## src/rtl/dcache_stage_ctrl_if.sv

```systemverilog
// dcache_stage_ctrl_if
//   Shared types for the memory-stage controller and the bus bundle that
//   connects it to the ALU, the data-memory port and write-back.
//
//   Package dcache_stage_pkg:
//     PC_WIDTH, REG_FILE_ADDR_W, REG_FILE_DATA_W  widths
//     dcache_size_t     Byte / Word access size
//     dcache_request_t  addr, size, is_store, data
//
//   Interface signals (directions as seen by the controller, modport master):
//     in : req_dcache_valid, req_dcache_info, req_dcache_pc, req_m_type_instr,
//          req_r_type_instr, req_dst_reg, mem_req_ready, mem_rsp_valid,
//          mem_rsp_data
//     out: stall_alu, mem_req_valid, mem_req_addr, mem_req_is_store,
//          mem_req_size, mem_req_data, req_wb_valid, req_wb_pc,
//          req_wb_rf_write, req_wb_dst_reg, req_wb_data, cache_data_bypass,
//          cache_data_bp_valid
//   Modport slave is the mirror view used by the surrounding pipeline/memory.

package dcache_stage_pkg;
  localparam int unsigned PC_WIDTH        = 32;
  localparam int unsigned REG_FILE_ADDR_W = 5;
  localparam int unsigned REG_FILE_DATA_W = 32;

  typedef enum logic {
    SIZE_BYTE = 1'b0,
    SIZE_WORD = 1'b1
  } dcache_size_t;

  typedef struct packed {
    logic [31:0]  addr;
    dcache_size_t size;
    logic         is_store;
    logic [31:0]  data;
  } dcache_request_t;
endpackage

interface dcache_stage_ctrl_if;
  // ALU request side
  logic                                        req_dcache_valid;
  dcache_stage_pkg::dcache_request_t           req_dcache_info;
  logic [dcache_stage_pkg::PC_WIDTH-1:0]        req_dcache_pc;
  logic                                        req_m_type_instr;
  logic                                        req_r_type_instr;
  logic [dcache_stage_pkg::REG_FILE_ADDR_W-1:0] req_dst_reg;
  logic                                        stall_alu;

  // Data-memory port
  logic                                        mem_req_valid;
  logic                                        mem_req_ready;
  logic [31:0]                                 mem_req_addr;
  logic                                        mem_req_is_store;
  dcache_stage_pkg::dcache_size_t              mem_req_size;
  logic [31:0]                                 mem_req_data;
  logic                                        mem_rsp_valid;
  logic [31:0]                                 mem_rsp_data;

  // Write-back side
  logic                                        req_wb_valid;
  logic [dcache_stage_pkg::PC_WIDTH-1:0]        req_wb_pc;
  logic                                        req_wb_rf_write;
  logic [dcache_stage_pkg::REG_FILE_ADDR_W-1:0] req_wb_dst_reg;
  logic [dcache_stage_pkg::REG_FILE_DATA_W-1:0] req_wb_data;

  // Cache-to-ALU bypass
  logic [31:0]                                 cache_data_bypass;
  logic                                        cache_data_bp_valid;

  modport master (
    input  req_dcache_valid, req_dcache_info, req_dcache_pc,
           req_m_type_instr, req_r_type_instr, req_dst_reg,
           mem_req_ready, mem_rsp_valid, mem_rsp_data,
    output stall_alu, mem_req_valid, mem_req_addr, mem_req_is_store,
           mem_req_size, mem_req_data, req_wb_valid, req_wb_pc,
           req_wb_rf_write, req_wb_dst_reg, req_wb_data,
           cache_data_bypass, cache_data_bp_valid
  );

  modport slave (
    output req_dcache_valid, req_dcache_info, req_dcache_pc,
           req_m_type_instr, req_r_type_instr, req_dst_reg,
           mem_req_ready, mem_rsp_valid, mem_rsp_data,
    input  stall_alu, mem_req_valid, mem_req_addr, mem_req_is_store,
           mem_req_size, mem_req_data, req_wb_valid, req_wb_pc,
           req_wb_rf_write, req_wb_dst_reg, req_wb_data,
           cache_data_bypass, cache_data_bp_valid
  );
endinterface

```

## src/rtl/dcache_stage_ctrl.sv

```systemverilog
// dcache_stage_ctrl
//   Memory-stage controller. Accepts one ALU request at a time while idle.
//   Non-memory requests (R-type, branch) retire to write-back one cycle after
//   acceptance. Loads/stores run a valid/ready request on the data-memory
//   port (loads then wait for a one-cycle response pulse); the ALU is stalled
//   whenever the controller is not idle.
//
//   Ports:
//     clock  rising-edge clock
//     reset  synchronous, active-high; returns to IDLE, clears all outputs
//     bus    dcache_stage_ctrl_if.master (request, memory, WB, bypass)
//
//   Build option:
//     DCACHE_BYPASS_EN  when defined, the write-back value is also presented
//                       on cache_data_bypass / cache_data_bp_valid; otherwise
//                       both bypass outputs are tied to 0.

module dcache_stage_ctrl
  import dcache_stage_pkg::*;
(
  input  logic                 clock,
  input  logic                 reset,
  dcache_stage_ctrl_if.master  bus
);

  typedef enum logic [1:0] {
    IDLE    = 2'd0,
    MEM_REQ = 2'd1,
    MEM_RSP = 2'd2
  } state_t;

  typedef struct packed {
    logic [PC_WIDTH-1:0]        pc;
    dcache_request_t            info;
    logic [REG_FILE_ADDR_W-1:0] dst;
  } captured_t;

  state_t                      r_state;
  captured_t                   r_req;
  logic                        r_wb_valid;
  logic [PC_WIDTH-1:0]         r_wb_pc;
  logic                        r_wb_rf_write;
  logic [REG_FILE_ADDR_W-1:0]  r_wb_dst;
  logic [REG_FILE_DATA_W-1:0]  r_wb_data;

  logic [7:0]                  w_rsp_byte;
  logic [31:0]                 w_load_data;

  // Byte loads return the addressed lane of the aligned word, zero-extended.
  always_comb begin
    w_rsp_byte = '0;
    case (r_req.info.addr[1:0])
      2'd0: w_rsp_byte = bus.mem_rsp_data[7:0];
      2'd1: w_rsp_byte = bus.mem_rsp_data[15:8];
      2'd2: w_rsp_byte = bus.mem_rsp_data[23:16];
      default: w_rsp_byte = bus.mem_rsp_data[31:24];
    endcase
    w_load_data = (r_req.info.size == SIZE_WORD) ? bus.mem_rsp_data
                                                 : {24'h0, w_rsp_byte};
  end

  always_ff @(posedge clock) begin
    if (reset) begin
      r_state       <= IDLE;
      r_req         <= '0;
      r_wb_valid    <= 1'b0;
      r_wb_pc       <= '0;
      r_wb_rf_write <= 1'b0;
      r_wb_dst      <= '0;
      r_wb_data     <= '0;
    end else begin
      r_wb_valid <= 1'b0;
      case (r_state)
        IDLE: begin
          if (bus.req_dcache_valid) begin
            r_req.pc   <= bus.req_dcache_pc;
            r_req.info <= bus.req_dcache_info;
            r_req.dst  <= bus.req_dst_reg;
            if (bus.req_m_type_instr) begin
              r_state <= MEM_REQ;
            end else begin
              // Retire straight from the inputs so WB lands one cycle later.
              r_wb_valid    <= 1'b1;
              r_wb_pc       <= bus.req_dcache_pc;
              r_wb_rf_write <= bus.req_r_type_instr;
              r_wb_dst      <= bus.req_dst_reg;
              r_wb_data     <= bus.req_dcache_info.data;
            end
          end
        end

        // A response pulse arriving here is deliberately not looked at.
        MEM_REQ: begin
          if (bus.mem_req_ready) begin
            if (r_req.info.is_store) begin
              r_state       <= IDLE;
              r_wb_valid    <= 1'b1;
              r_wb_pc       <= r_req.pc;
              r_wb_rf_write <= 1'b0;
              r_wb_dst      <= r_req.dst;
              r_wb_data     <= r_req.info.data;
            end else begin
              r_state <= MEM_RSP;
            end
          end
        end

        MEM_RSP: begin
          if (bus.mem_rsp_valid) begin
            r_state       <= IDLE;
            r_wb_valid    <= 1'b1;
            r_wb_pc       <= r_req.pc;
            r_wb_rf_write <= 1'b1;
            r_wb_dst      <= r_req.dst;
            r_wb_data     <= w_load_data;
          end
        end

        default: r_state <= IDLE;
      endcase
    end
  end

  assign bus.stall_alu        = (r_state != IDLE);
  assign bus.mem_req_valid    = (r_state == MEM_REQ);
  assign bus.mem_req_addr     = r_req.info.addr;
  assign bus.mem_req_is_store = r_req.info.is_store;
  assign bus.mem_req_size     = r_req.info.size;
  assign bus.mem_req_data     = r_req.info.data;

  assign bus.req_wb_valid     = r_wb_valid;
  assign bus.req_wb_pc        = r_wb_pc;
  assign bus.req_wb_rf_write  = r_wb_rf_write;
  assign bus.req_wb_dst_reg   = r_wb_dst;
  assign bus.req_wb_data      = r_wb_data;

`ifdef DCACHE_BYPASS_EN
  assign bus.cache_data_bp_valid = r_wb_valid & r_wb_rf_write;
  assign bus.cache_data_bypass   = r_wb_data;
`else
  assign bus.cache_data_bp_valid = 1'b0;
  assign bus.cache_data_bypass   = '0;
`endif

endmodule

```

## src/flat_wrapper.sv

```systemverilog
// flat-port wrapper written by rule: the top's interface ports become plain ports
module dcache_stage_ctrl_flat import dcache_stage_pkg::*;
  (clock, reset, bus_req_dcache_valid, bus_req_dcache_info, bus_req_dcache_pc, bus_req_m_type_instr, bus_req_r_type_instr, bus_req_dst_reg, bus_mem_req_ready, bus_mem_rsp_valid, bus_mem_rsp_data, bus_stall_alu, bus_mem_req_valid, bus_mem_req_addr, bus_mem_req_is_store, bus_mem_req_size, bus_mem_req_data, bus_req_wb_valid, bus_req_wb_pc, bus_req_wb_rf_write, bus_req_wb_dst_reg, bus_req_wb_data, bus_cache_data_bypass, bus_cache_data_bp_valid);
  dcache_stage_ctrl_if bus_i ();
  input  logic clock;
  input  logic reset;
  input wire logic [$bits(bus_i.req_dcache_valid)-1:0] bus_req_dcache_valid;
  input wire logic [$bits(bus_i.req_dcache_info)-1:0] bus_req_dcache_info;
  input wire logic [$bits(bus_i.req_dcache_pc)-1:0] bus_req_dcache_pc;
  input wire logic [$bits(bus_i.req_m_type_instr)-1:0] bus_req_m_type_instr;
  input wire logic [$bits(bus_i.req_r_type_instr)-1:0] bus_req_r_type_instr;
  input wire logic [$bits(bus_i.req_dst_reg)-1:0] bus_req_dst_reg;
  input wire logic [$bits(bus_i.mem_req_ready)-1:0] bus_mem_req_ready;
  input wire logic [$bits(bus_i.mem_rsp_valid)-1:0] bus_mem_rsp_valid;
  input wire logic [$bits(bus_i.mem_rsp_data)-1:0] bus_mem_rsp_data;
  output wire logic [$bits(bus_i.stall_alu)-1:0] bus_stall_alu;
  output wire logic [$bits(bus_i.mem_req_valid)-1:0] bus_mem_req_valid;
  output wire logic [$bits(bus_i.mem_req_addr)-1:0] bus_mem_req_addr;
  output wire logic [$bits(bus_i.mem_req_is_store)-1:0] bus_mem_req_is_store;
  output wire logic [$bits(bus_i.mem_req_size)-1:0] bus_mem_req_size;
  output wire logic [$bits(bus_i.mem_req_data)-1:0] bus_mem_req_data;
  output wire logic [$bits(bus_i.req_wb_valid)-1:0] bus_req_wb_valid;
  output wire logic [$bits(bus_i.req_wb_pc)-1:0] bus_req_wb_pc;
  output wire logic [$bits(bus_i.req_wb_rf_write)-1:0] bus_req_wb_rf_write;
  output wire logic [$bits(bus_i.req_wb_dst_reg)-1:0] bus_req_wb_dst_reg;
  output wire logic [$bits(bus_i.req_wb_data)-1:0] bus_req_wb_data;
  output wire logic [$bits(bus_i.cache_data_bypass)-1:0] bus_cache_data_bypass;
  output wire logic [$bits(bus_i.cache_data_bp_valid)-1:0] bus_cache_data_bp_valid;
  assign bus_i.req_dcache_valid = bus_req_dcache_valid;
  assign bus_i.req_dcache_info = bus_req_dcache_info;
  assign bus_i.req_dcache_pc = bus_req_dcache_pc;
  assign bus_i.req_m_type_instr = bus_req_m_type_instr;
  assign bus_i.req_r_type_instr = bus_req_r_type_instr;
  assign bus_i.req_dst_reg = bus_req_dst_reg;
  assign bus_i.mem_req_ready = bus_mem_req_ready;
  assign bus_i.mem_rsp_valid = bus_mem_rsp_valid;
  assign bus_i.mem_rsp_data = bus_mem_rsp_data;
  assign bus_stall_alu = bus_i.stall_alu;
  assign bus_mem_req_valid = bus_i.mem_req_valid;
  assign bus_mem_req_addr = bus_i.mem_req_addr;
  assign bus_mem_req_is_store = bus_i.mem_req_is_store;
  assign bus_mem_req_size = bus_i.mem_req_size;
  assign bus_mem_req_data = bus_i.mem_req_data;
  assign bus_req_wb_valid = bus_i.req_wb_valid;
  assign bus_req_wb_pc = bus_i.req_wb_pc;
  assign bus_req_wb_rf_write = bus_i.req_wb_rf_write;
  assign bus_req_wb_dst_reg = bus_i.req_wb_dst_reg;
  assign bus_req_wb_data = bus_i.req_wb_data;
  assign bus_cache_data_bypass = bus_i.cache_data_bypass;
  assign bus_cache_data_bp_valid = bus_i.cache_data_bp_valid;
  dcache_stage_ctrl u_core (.clock(clock), .reset(reset), .bus(bus_i));
endmodule
```

## config.mk

```make
export PLATFORM = sky130hd
export DESIGN_NAME = dcache_stage_ctrl_flat
export DESIGN_NICKNAME = d
export VERILOG_FILES = /design/src/rtl/dcache_stage_ctrl_if.sv /design/src/rtl/dcache_stage_ctrl.sv /design/src/flat_wrapper.sv
export SDC_FILE = /design/constraint.sdc
export NUM_CORES = 1
export LEC_CHECK = 0
export BUFFER_PORTS_ARGS = -buffer_cell sky130_fd_sc_hd__buf_4
export CORE_MARGIN = 2
export CORE_UTILIZATION = 50
export DETAILED_ROUTE_END_ITERATION = 6
export PLACE_DENSITY = 0.81
export SLEW_MARGIN = 10
export SYNTH_ARGS = -nofsm -noshare
export SYNTH_HDL_FRONTEND = slang
export SYNTH_SLANG_ARGS = --single-unit
```

## constraint.sdc

```tcl
create_clock -name clock -period 2.3 [get_ports clock]
set_input_delay 0.46 -clock clock [delete_from_list [all_inputs] [get_ports clock]]
set_output_delay 0.46 -clock clock [all_outputs]
set_load 0.02 [all_outputs]
```

==> reports/qor.yml <==
r2r_cells: 7
cts_tree: "built"
maxSlewHeadroom_pct: 60.52
crit_family: "buffers and inverters"
cp_common_cell: "buf_4"
r2r-start: "u_core.r_state[1]$_SDFFE_PP0P_"
hold_violations: 0
power.share.clock_pct: 34.0
grt_pass1_vias: 7105
first_pass_iters: 5
drtIter0Drc: 735
slew_viol_final: 0
ir_worst_vdd_mv: 0.6334
critical_path_buf_inv_count: 3
synth_seq_area_share_pct: 41.79
post_drt_wl_per_cell_um: 18.06
yosys-top-cells-area: "dfxtp_1, nand2_1, buf_4"
grt_usage_pct: 27.28
regMostFlops: "u_core.r_req"
end_kind: "register"
dpl.hpwl_um: 16680
switching_share_pct: 32.40
finClkSkew_ns: 0.01513
p_int_mw: 6.058
crit_end: "u_core.bus.req_wb_dst_reg[1]$_SDFFE_PP0P_"
viasPerCell: 5.570
leakagePower_nw: 4.409
largest_reg_flops: 37
final.period_utilization_pct: 94.02
status: "finished clean"
route.detailed.drc: 0
insertedDiodeCount: 0
cp_max_fo: 38
ctsHtreeMaxLevel: 4
nNetsFinal: 1321
crit_arrival_ns: 2.45
synth_edf_count: 0
fmax_mhz: 462.5
cp-startpoint: "u_core.r_state[1]$_SDFFE_PP0P_"
critPathKind: "register to register"
dieArea_um2: 17920
cap_violations: 0
powerDensity_nw_per_um2: 838.0
initial_core_util_pct: 51.03
wirelength_um: 25430
clock-sinks: 176
grt_overflow: 0
ios: 314
synth_flop_cell: "dfxtp_1"
drive_gt1_share_pct: 32.58
synth_top_area_cell: "dfxtp_1"
crit_chain: "inv_1 -> ha_1 -> buf_4 -> or3_2 -> buf_4 -> a21oi_1 -> a211oi_2"
synth_area_um2: 8432
r2r_setup_slack_ns: 0.14
syn_to_final_growth_pct: 26.83
r2r_end: "u_core.bus.req_wb_dst_reg[1]$_SDFFE_PP0P_"
rows: 47
synth.most_common_cell: "nand2_1"
via_count: 7842
switching_power_mw: 2.903
min_path_type: "primary input to register"
cp-start-kind: "register"
cpPeakStageDelay_ns: 0.46
grt_start_max_net_pins: 81
synth_common_cells: "nand2_1, dfxtp_1, a21oi_1, buf_4, clkbuf_1"
synth_top_area_share_pct: 41.79
async_flop_share_pct: 0
crit_slowest_cell: "or3_2"
combPwrFrac_pct: 26.4
fin_ws_ns: 0.1376
port_buffers: 280
cp.depth: 7
pre_cts_slack_ns: -0.03754
coreArea_um2: 16520
avgSynthCellArea_um2: 8.357
clk_latency_ns: 0.44
grt_pass1_wl_um: 38720
netlist-cell-type-count: 34
ys_ff_latch: 176
rsz0062_at_grt: "false"
numCtsBuffers: 17
grt_antenna_before_repair: 0
die_h_um: 133.9
die_w_um: 133.9
whs_ns: 0.2610
final-setup-viol-count: 0
tightest_slew_ns: 0.5913
cp.required_ns: 2.58
cts-root-buf: "clkbuf_16"
cts_setup_buffers: 0
netlist_instances: 1009
final.min_clock_period_ns: 2.162
pwr-share-seq_pct: 39.6
gp_congestion: 0.8533
clkSlewWorstSetupHoldPaths_ns: 0.07
fin_util_pct: 64.72
ctsLongestPathBuffers: 2
ys.warnings.count: 0
postRouteAntennaNets: 0
[metal layers]
metal | share of wire [%] | vias to the layer above | global-route usage [%]
li1 | - | 3688 | -
met1 | 39 | 3668 | 35.80
met2 | 49 | 428 | 43.65
met3 | 9.4 | 58 | 6.614
met4 | 3.0 | 0 | 10.40
met5 | 0 | - | 0
[timing repair]
action                                  in CTS  in global routing
gates cloned                                 1                  0
pin swaps                                    1                  0
resized for setup                            0                  2
endpoints found under the setup margin       2                 50
hold buffers                                 0                  0
[kinds of logic after synthesis]
| group | after synthesis | synth area share [%] |
|---|---|---|
| AO/OA/AOI/OAI | 281 | 22.57 |
| flip-flops | 176 | 41.79 |
| multiplexers | 47 | 6.766 |
| other | 1 | 0.04447 |
| AND/OR/NAND/NOR | 310 | 14.45 |
| buffers and inverters | 190 | 13.79 |
| adder cells (fa/ha/maj) | 4 | 0.5936 |
[placed cells by master (no fill, tap or decap), types with 24 or more instances in the layout]
master    Yosys  layout
buf_4       100     290
nand2_1     273     272
dfxtp_1     176     176
a21oi_1     142     142
mux2i_1      39      39
a211oi_2     38      38
o21ai_0      33      33
conb_1        1      33
a32oi_1      24      24
o22ai_1      24      24
[tightest hold or removal path, stage by stage]
cell and delay, ns:
buf_4 0.11, nand2_1 0.04, a21oi_1 0.05
[stage by stage]
stage               cell area, um2  power, mW  TNS, ns  cells
global route                 10690      9.307        0   1408
floorplan                     8552      5.157        0   1041
CTS                          10690      8.967        0   1408
detailed placement           10060      5.934  -0.1396   1375
global placement             10060      5.885        0   1375
finish                       10690      8.961        0   1408
[worst min path at each step]
stage,start,to,slack [ns],cells past startpoint
floorplan,u_core.r_req[0]$_SDFFE_PP0P_,u_core.r_req[0]$_SDFFE_PP0P_,0.44,2
global route,bus_req_dcache_info[43],u_core.bus.mem_req_addr[9]$_SDFFE_PP0P_,0.25,3
detailed placement,u_core.bus.mem_req_addr[25]$_SDFFE_PP0P_,u_core.bus.mem_req_addr[25]$_SDFFE_PP0P_,0.45,2
finish,bus_req_dcache_info[62],u_core.bus.mem_req_addr[28]$_SDFFE_PP0P_,0.26,3
CTS,bus_req_dcache_info[64],u_core.bus.mem_req_addr[30]$_SDFFE_PP0P_,0.25,3
global placement,u_core.r_req[92]$_SDFFE_PP0P_,u_core.r_req[92]$_SDFFE_PP0P_,0.44,2
[power groups by stage]
stage | logic [mW] | registers, mW | clock network, mW
6_report | 2.36 | 3.55 | 3.05
5_1_grt | 2.52 | 3.58 | 3.20
4_1_cts | 2.35 | 3.55 | 3.07
3_5_place_dp | 2.32 | 3.61 | 0
3_3_place_gp | 2.28 | 3.61 | 0
2_1_floorplan | 1.38 | 3.78 | 0
[cell type report]
| cell class | count | area (um2) |
|---|---|---|
| well taps | 220 | 275.3 |
| clock buffers | 21 | 480.5 |
| repair buffers | 300 | 2360 |
| flip-flops and latches | 176 | 3523 |
| clock inverters | 11 | 138.9 |
| inverters | 4 | 15.01 |
| multi-input cells | 676 | 3901 |
| fillers | 1378 | 5831 |
Power figures use the tool's default switching activity.
